===== src/rtl/ballot_unit.sv =====
// Voter-facing ballot front end: synchronises and debounces candidate buttons and
// emits exactly one one-hot vote strobe per armed session.
module ballot_unit #(
   parameter int N_CAND          = 5,
   parameter int DEBOUNCE_CYCLES = 4,
   parameter int TIMEOUT_CYCLES  = 1000
) (
   input  logic              clk,
   input  logic              rst,
   input  logic              arm,
   input  logic [N_CAND-1:0] btn,
   output logic [N_CAND-1:0] vote,
   output logic              ready,
   output logic              err_multi,
   output logic              timeout,
   output logic [15:0]       votes_cast
);

   localparam int TW = (TIMEOUT_CYCLES > 1) ? $clog2(TIMEOUT_CYCLES) : 1;
   localparam int DW = (DEBOUNCE_CYCLES > 1) ? $clog2(DEBOUNCE_CYCLES) : 1;

   localparam logic [TW-1:0]     TIMER_LAST = TW'(TIMEOUT_CYCLES - 1);
   localparam logic [TW-1:0]     TIMER_ONE  = TW'(1);
   localparam logic [DW-1:0]     DCNT_LAST  = DW'(DEBOUNCE_CYCLES - 1);
   localparam logic [DW-1:0]     DCNT_ONE   = DW'(1);
   localparam logic [N_CAND-1:0] CAND_ZERO  = {N_CAND{1'b0}};
   localparam logic [N_CAND-1:0] CAND_ONE   = N_CAND'(1);

   typedef enum logic [2:0] {
      IDLE     = 3'd0,
      ARMED    = 3'd1,
      DEBOUNCE = 3'd2,
      CAST     = 3'd3,
      RELEASE  = 3'd4
   } state_t;

   state_t            state_r;
   logic [N_CAND-1:0] btn_meta_r;
   logic [N_CAND-1:0] btn_sync_r;
   logic [N_CAND-1:0] cap_r;
   logic [DW-1:0]     dcnt_r;
   logic [TW-1:0]     timer_r;

   function automatic logic is_onehot(input logic [N_CAND-1:0] v);
      return (v != CAND_ZERO) && ((v & (v - CAND_ONE)) == CAND_ZERO);
   endfunction

   function automatic logic is_multi(input logic [N_CAND-1:0] v);
      return (v != CAND_ZERO) && !is_onehot(v);
   endfunction

   // Two-flop synchroniser for the asynchronous buttons
   always_ff @(posedge clk) begin
      if (rst) begin
         btn_meta_r <= CAND_ZERO;
         btn_sync_r <= CAND_ZERO;
      end else begin
         btn_meta_r <= btn;
         btn_sync_r <= btn_meta_r;
      end
   end

   // Session FSM with timer, debounce counter and registered outputs
   always_ff @(posedge clk) begin
      if (rst) begin
         state_r    <= IDLE;
         cap_r      <= CAND_ZERO;
         dcnt_r     <= {DW{1'b0}};
         timer_r    <= {TW{1'b0}};
         vote       <= CAND_ZERO;
         ready      <= 1'b0;
         err_multi  <= 1'b0;
         timeout    <= 1'b0;
         votes_cast <= 16'h0000;
      end else begin
         vote      <= CAND_ZERO;
         ready     <= 1'b0;
         err_multi <= 1'b0;
         timeout   <= 1'b0;
         case (state_r)
            IDLE: begin
               if (arm) begin
                  state_r <= ARMED;
                  timer_r <= {TW{1'b0}};
                  dcnt_r  <= {DW{1'b0}};
                  ready   <= 1'b1;
               end else begin
                  state_r <= IDLE;
               end
            end
            ARMED, DEBOUNCE: begin
               // Expiry takes priority over any capture or debounce completion
               if (timer_r == TIMER_LAST) begin
                  state_r <= IDLE;
                  timeout <= 1'b1;
                  dcnt_r  <= {DW{1'b0}};
               end else begin
                  timer_r <= timer_r + TIMER_ONE;
                  ready   <= 1'b1;
                  if (state_r == ARMED) begin
                     if (is_onehot(btn_sync_r)) begin
                        cap_r   <= btn_sync_r;
                        dcnt_r  <= {DW{1'b0}};
                        state_r <= DEBOUNCE;
                     end else if (is_multi(btn_sync_r)) begin
                        err_multi <= 1'b1;
                     end else begin
                        state_r <= ARMED;
                     end
                  end else if (btn_sync_r == cap_r) begin
                     if (dcnt_r == DCNT_LAST) begin
                        state_r <= CAST;
                        vote    <= cap_r;
                        ready   <= 1'b0;
                        if (votes_cast != 16'hFFFF) begin
                           votes_cast <= votes_cast + 16'h0001;
                        end else begin
                           votes_cast <= votes_cast;
                        end
                     end else begin
                        dcnt_r <= dcnt_r + DCNT_ONE;
                     end
                  end else begin
                     state_r <= ARMED;
                     dcnt_r  <= {DW{1'b0}};
                  end
               end
            end
            CAST: begin
               state_r <= RELEASE;
            end
            RELEASE: begin
               if (btn_sync_r == CAND_ZERO) begin
                  state_r <= IDLE;
               end else begin
                  state_r <= RELEASE;
               end
            end
            default: begin
               state_r <= IDLE;
            end
         endcase
      end
   end

endmodule


===== config.mk =====
export PLATFORM = sky130hd
export DESIGN_NAME = ballot_unit
export DESIGN_NICKNAME = d
export VERILOG_FILES = /design/src/rtl/ballot_unit.sv
export SDC_FILE = /design/constraint.sdc
export NUM_CORES = 1
export LEC_CHECK = 0
export ABC_AREA = 1
export CAP_MARGIN = 20
export CELL_PAD_IN_SITES_DETAIL_PLACEMENT = 0
export CELL_PAD_IN_SITES_GLOBAL_PLACEMENT = 1
export CORE_MARGIN = 2
export CORE_UTILIZATION = 40
export DETAILED_ROUTE_END_ITERATION = 12
export GPL_TIMING_DRIVEN = 0
export HOLD_SLACK_MARGIN = 0.05
export PLACE_DENSITY = 0.9
export SYNTH_ARGS = -nofsm -noshare
export SYNTH_HDL_FRONTEND = slang
export SYNTH_SLANG_ARGS = --single-unit
export TNS_END_PERCENT = 5

===== constraint.sdc =====
create_clock -name clk -period 4.4 [get_ports clk]
set_input_delay 0.88 -clock clk [delete_from_list [all_inputs] [get_ports clk]]
set_output_delay 0.88 -clock clk [all_outputs]
set_load 0.01 [all_outputs]

==> results of run 1 <==
worst min-delay path: stages, from the launching register on:
cell and delay (ns):
dfxtp_1 0.32, inv_1 0.04, nor2_1 0.03
flip-flops by register name, summed over array words and instances (netlist names):
register,flops
err_multi,1
vote,5
btn_meta_r,5
cap_r,5
ready,1
votes_cast,16
timeout,1
timer_r,10
dcnt_r,2
state_r,3
btn_sync_r,5
through the flow:
stage	hold WS [ns]	util (%)	power (mW)	cell area, um^2	cells
5_1_grt	0.429	48.7	1.23	3310	530
4_1_cts	0.413	48.7	1.16	3310	530
6_report	0.411	48.7	1.15	3310	530
3_3_place_gp	0.389	47.3	0.860	3210	522
2_1_floorplan	0.388	-	0.792	2790	396
3_5_place_dp	0.396	47.3	0.866	3210	522
cell type report:
type | count | area share [%]
Buffer | 10 | 1.74
Clock buffer | 5 | 2.08
Clock inverter | 3 | 0.794
Inverter | 52 | 5.90
Multi-Input combinational cell | 280 | 44.1
Sequential cell | 54 | 32.7
Tap cell | 96 | 3.63
Timing Repair Buffer | 30 | 9.07
cells by family (layout without fill, tap and decap cells):
| logic type | count (synthesis) | after routing | share of synthesized area (%) |
|---|---|---|---|
| AOI/OAI and AO/OA | 47 | 47 | 10.0 |
| DFF | 54 | 54 | 38.7 |
| adders and majority gates | 3 | 3 | 1.34 |
| buffers and inverters | 62 | 100 | 9.05 |
| and+or+nand+nor | 215 | 215 | 36.2 |
| xor gates and xnor gates | 15 | 15 | 4.70 |
worst min-delay path by stage:
| stage | endpoint | cells past startpoint | slack [ns] |
|---|---|---|---|
| floorplan | btn_sync_r[0] | 2 | 0.39 |
| global placement | btn_sync_r[2] | 2 | 0.39 |
| detailed placement | btn_sync_r[2] | 2 | 0.40 |
| CTS | btn_sync_r[2] | 2 | 0.41 |
| global route | btn_sync_r[1] | 2 | 0.43 |
| finish | btn_sync_r[2] | 2 | 0.41 |
layer usage:
layer	up-vias	global-route usage (%)	wire length, um
li1	1334	-	-
met2	46	28.5	2800
met5	-	0	0
met1	1125	23.1	2960
met4	0	4.62	78
met3	8	3.30	222
cell usage in the layout, fill, tap and decap left out, types with 3 or more instances in the layout:
master and count:
clkbuf_1 6, nand2_1 87, clkdlybuf4s50_1 30, o21ai_0 13, nor3_1 3, inv_1 50, nand3_1 33, nand4_1 8
nor2_1 56, xnor2_1 6, dfxtp_1 54, nor2_2 6, a21oi_2 10, a21oi_1 20, buf_2 3, ha_1 3
xor2_1 9, nand2_2 11, clkbuf_8 5
where the power goes:
part,internal [mW],switching [mW]
registers,0.527,0.0250
clock network,0.118,0.181
logic,0.0981,0.204
==> flow_summary.json, run 1 <==
{
  "status": "finished clean",
  "clock-sinks": 54,
  "startpoint": "votes_cast[14]",
  "drtAntennaViolNets": 0,
  "hold_path_class": "flip-flop to flip-flop",
  "ff2ff_path_depth": 7,
  "rsz0062_at_grt": "no",
  "numCtsBuffers": 5,
  "postLayoutSetupSlackWorst_ns": 2.16,
  "die_w_um": 87.6,
  "startpoint_type": "flip-flop",
  "arrival_ns": 1.36,
  "diodes": 0,
  "period_share_pct": 50.9,
  "max_freq_ghz": 0.446,
  "cp_max_fo": 6,
  "cts.path.max_buffers": 2,
  "gp_congestion": 0.847,
  "seq_area_frac_synth_pct": 38.7,
  "antenna_found_initial": 0,
  "wl_per_cell_um": 11.4,
  "insertion_delay_ns": 0.32,
  "hpwl_um": 4440,
  "synth-seq-cells": 54,
  "place_ws_ns": 2.00,
  "ys_warn_count": 0,
  "via_per_inst": 4.74,
  "setup_viol": 0,
  "cts_root_buf": "clkbuf_8",
  "clk_pin_slew_worst_paths_ns": 0.11,
  "yosysTopAreaCell": "dfxtp_1",
  "postSynthAreaPerCell_um2": 7.06,
  "synth-edff-count": 0,
  "n_fill_cell": 720,
  "dr.pass1.iters": 5,
  "worstMarginPinSlew_ns": 0.658,
  "cts_setup_buffers": 0,
  "grt_pass1_vias": 2353,
  "drcViolationCount": 0,
  "nNetsFinal": 444,
  "initial_core_util_pct": 41.1,
  "cp_top_family": "buffers and inverters",
  "worstHoldStart": "btn_meta_r[2]",
  "syn2layout_area_growth_pct": 18.5,
  "leakage_nw": 1.29,
  "synth_cell_type_count": 31,
  "final-hold-violation-count": 0,
  "die_area_um2": 7670,
  "max_slew_margin_pct": 56.1,
  "drt_wl_total_um": 6050,
  "crit_buf_inv": 1,
  "tns_ns": 0,
  "async_flop_share_pct": 0,
  "path_class": "flip-flop to output port",
  "io_pins": 32,
  "vias": 2513,
  "grt_max_degree": 20,
  "synth_ff_type": "dfxtp_1",
  "p_per_area_nw_per_um2": 348,
  "coreArea_um2": 6790,
  "required_ns": 3.52,
  "cts_resized": 0,
  "synthCells": 396,
  "ir_drop_mv": 0.161,
  "grt.total_usage_pct": 17.2,
  "netlist_area_um2": 2790,
  "grt_pass1_wl_um": 10600,
  "die_y_um": 87.6,
  "crit_path_end": "votes_cast[14]",
  "multiInputGateArea_um2": 1460,
  "ff_latch_area_um2": 1080,
  "ys_top_cells_by_count": "nand2_1, nor2_1, dfxtp_1",
  "drt-initial-drc-count": 147,
  "grt.overflow.total": 0,
  "synth.most_common_cell": "nand2_1",
  "drv_cap": 0,
  "path_depth": 1,
  "htree_levels": 2,
  "slew_viol_final": 0,
  "timing.rr.end": "votes_cast[8]",
  "rrSetupSlack_ns": 2.49,
  "slowest_stage": "clkdlybuf4s50_1",
  "syn_nets": 407,
  "layout-drive-gt1-share_pct": 11.8,
  "fin_worst_skew_ns": 0.0107,
  "ys_top_cells_by_area": "dfxtp_1, nand2_1, nor2_1",
  "cp_cell_sequence": "clkdlybuf4s50_1",
  "port-buffer-count": 30,
  "finalCriticalPeriod_ns": 2.24,
  "r2r_start": "votes_cast[0]",
  "slowest_delay_ns": 0.59,
  "cts_tree": "yes",
  "end_kind": "output port",
  "cts_hold_buf": 0,
  "yosysTopAreaCellShare_pct": 38.7,
  "rows": 30
}
(Power assumes the default switching activity.)
==> inputs of run 2 (changes only) <==
Clock period 4.4 ns to 2.3 ns, I/O delays scaled along.
==> results of run 2 <==
The final DEF is identical to that of run 1. Status: finished clean.
Among the figures that moved: setup slack after placement 2.00 ns -> 0.316 ns; setup slack after layout 2.16 ns -> 0.391 ns; start point of the critical path votes_cast[14] -> votes_cast[0]; end point of the critical path votes_cast[14] -> votes_cast[8]; register-to-register setup slack 2.49 ns -> 0.39 ns; total power 1.15 mW -> 2.21 mW; worst IR drop on VDD 0.161 mV -> 0.308 mV
==> inputs of run 3 (changes only) <==
Clock period 2.3 ns to 1.95 ns, I/O delays scaled along.
==> flow_summary.json, run 3 (synthesis results as in run 1) <==
{
  "status": "finished clean",
  "leakage_nw": 1.30,
  "drt_wl_total_um": 6060,
  "holdWs_ns": 0.411,
  "arrival_ns": 2.01,
  "clock-sinks": 54,
  "path_class": "flip-flop to flip-flop",
  "finalCriticalPeriod_ns": 1.77,
  "grtUsageMet2_pct": 28.5,
  "setup_viol": 0,
  "p_per_area_nw_per_um2": 781,
  "slowest_stage": "dfxtp_1",
  "die_y_um": 87.6,
  "max_freq_ghz": 0.566,
  "die_w_um": 87.6,
  "cts.path.max_buffers": 2,
  "cts_hold_buf": 0,
  "htree_levels": 2,
  "fin_worst_skew_ns": 0.0126,
  "tns_ns": 0,
  "layout-drive-gt1-share_pct": 12.8,
  "crit_top_cell": "nand3_4",
  "n_fill_cell": 716,
  "hpwl_um": 4440,
  "cp_max_fo": 10,
  "cts_root_buf": "clkbuf_8",
  "ff2ff_path_depth": 10,
  "slowest_delay_ns": 0.41,
  "startpoint_type": "flip-flop",
  "vias": 2497,
  "grt_max_degree": 20,
  "syn2layout_area_growth_pct": 19.4,
  "dr.pass1.iters": 4,
  "hold_path_class": "flip-flop to flip-flop",
  "grt_pass1_wl_um": 10600,
  "ir_drop_mv": 0.360,
  "largest_register_ffs": 16,
  "final-hold-violation-count": 0,
  "crit_buf_inv": 2,
  "drv_cap": 0,
  "drcViolationCount": 0,
  "initial_core_util_pct": 41.1,
  "power_mw": 2.61,
  "insertion_delay_ns": 0.32,
  "layout_commonest_cell": "nand2_1",
  "grt.met3_usage_pct": 3.30,
  "slew_viol_final": 0,
  "coreArea_um2": 6790,
  "cts_tree": "yes",
  "largest_register": "votes_cast",
  "top_regs": "votes_cast (16), timer_r (10)",
  "max_slew_margin_pct": 57.3,
  "most-common-layout-cells": "nand2_1, nor2_1, dfxtp_1, inv_1, nand3_1",
  "required_ns": 2.20,
  "grt_use_met1_pct": 23.1,
  "clk_pin_slew_worst_paths_ns": 0.11,
  "rsz0062_at_grt": "no",
  "drtAntennaViolNets": 0,
  "io_pins": 32,
  "grt_pass1_vias": 2353,
  "die_area_um2": 7670,
  "period_share_pct": 90.7,
  "worstMarginPinSlew_ns": 0.641,
  "port-buffer-count": 30,
  "gp_congestion": 0.847,
  "end_kind": "flip-flop",
  "grt.total_usage_pct": 17.2,
  "gr-max-usage-layer": "met2",
  "cp_cell_sequence": "ha_2 -> nand2_1 -> nor2_2 -> nand3_4 -> nand3_2 -> inv_1 -> nand3_4 -> buf_12 -> nand2_2 -> a21oi_2",
  "antenna_found_initial": 0,
  "diodes": 0,
  "nNetsFinal": 446,
  "drt-initial-drc-count": 124,
  "numCtsBuffers": 5,
  "wl_per_cell_um": 11.4,
  "cp_top_family": "simple AND/OR/NAND/NOR gates",
  "path_depth": 10,
  "grt.overflow.total": 0,
  "via_per_inst": 4.69,
  "rows": 30,
  "worstHoldPathCells": 2
}
## run 3: changes by cell type in the layout (fill, tap and decap cells not counted), sizes merged
cell / previous run / this run
buf: 4 / 5
clkbuf: 11 / 12
## run 3: power by group
group / internal, mW / leakage [nW] / switching, mW
combinational: 0.226 / 0.811 / 0.462
clock: 0.265 / 0.0491 / 0.406
sequential: 1.19 / 0.439 / 0.0567
## run 3: layer usage
| metal | wire length, um | vias up |
|---|---|---|
| met5 | 0 | - |
| met4 | 77 | 0 |
| met3 | 205 | 7 |
| met2 | 2840 | 43 |
| met1 | 2940 | 1113 |
| li1 | - | 1334 |
## run 3: worst reg2reg max path, delay by kind of cell (launching register included)
family                     cells  cell delay (ns)
DFF                            1             0.41
buffers and inverters          2             0.25
AOI/OAI and AO/OA              1             0.11
and+or+nand+nor                6             0.69
adders and majority gates      1             0.25
## run 3: worst paths after layout
path	slack (ns)	start	to
max reg2reg	0.18	timer_r[0]	votes_cast[13]
min reg2reg	0.41	btn_meta_r[1]	btn_sync_r[1]
min	0.41	btn_meta_r[1]	btn_sync_r[1]
max	0.18	timer_r[0]	votes_cast[13]
## run 3: layout make-up
| class | instances | area (um^2) | area share (%) |
|---|---|---|---|
| plain buffers | 10 | 63.8 | 1.91 |
| clock buffers | 5 | 68.8 | 2.06 |
| clock inverters | 3 | 26.3 | 0.788 |
| inverters | 52 | 195 | 5.85 |
| multi-input cells | 280 | 1470 | 43.9 |
| flip-flops and latches | 54 | 1080 | 32.4 |
| well taps | 96 | 120 | 3.60 |
| repair buffers | 32 | 315 | 9.45 |
## run 3: per-stage QoR
step | instance area, um^2 | cells | worst slack (ns) | utilization (%)
global placement | 3210 | 522 | 0.0627 | 47.3
finish | 3340 | 532 | 0.182 | 49.1
global route | 3340 | 532 | 0.0159 | 49.1
floorplan | 2790 | 396 | 0.289 | -
CTS | 3310 | 530 | 0.0750 | 48.7
detailed placement | 3210 | 522 | 0.0292 | 47.3
## run 3: what timing repair did
action                                  CTS  global route
gates resized for setup                   1             5
pin swaps                                 0             1
endpoints found under the setup margin    1            13
cloned                                    0             0
setup buffers                             0             2
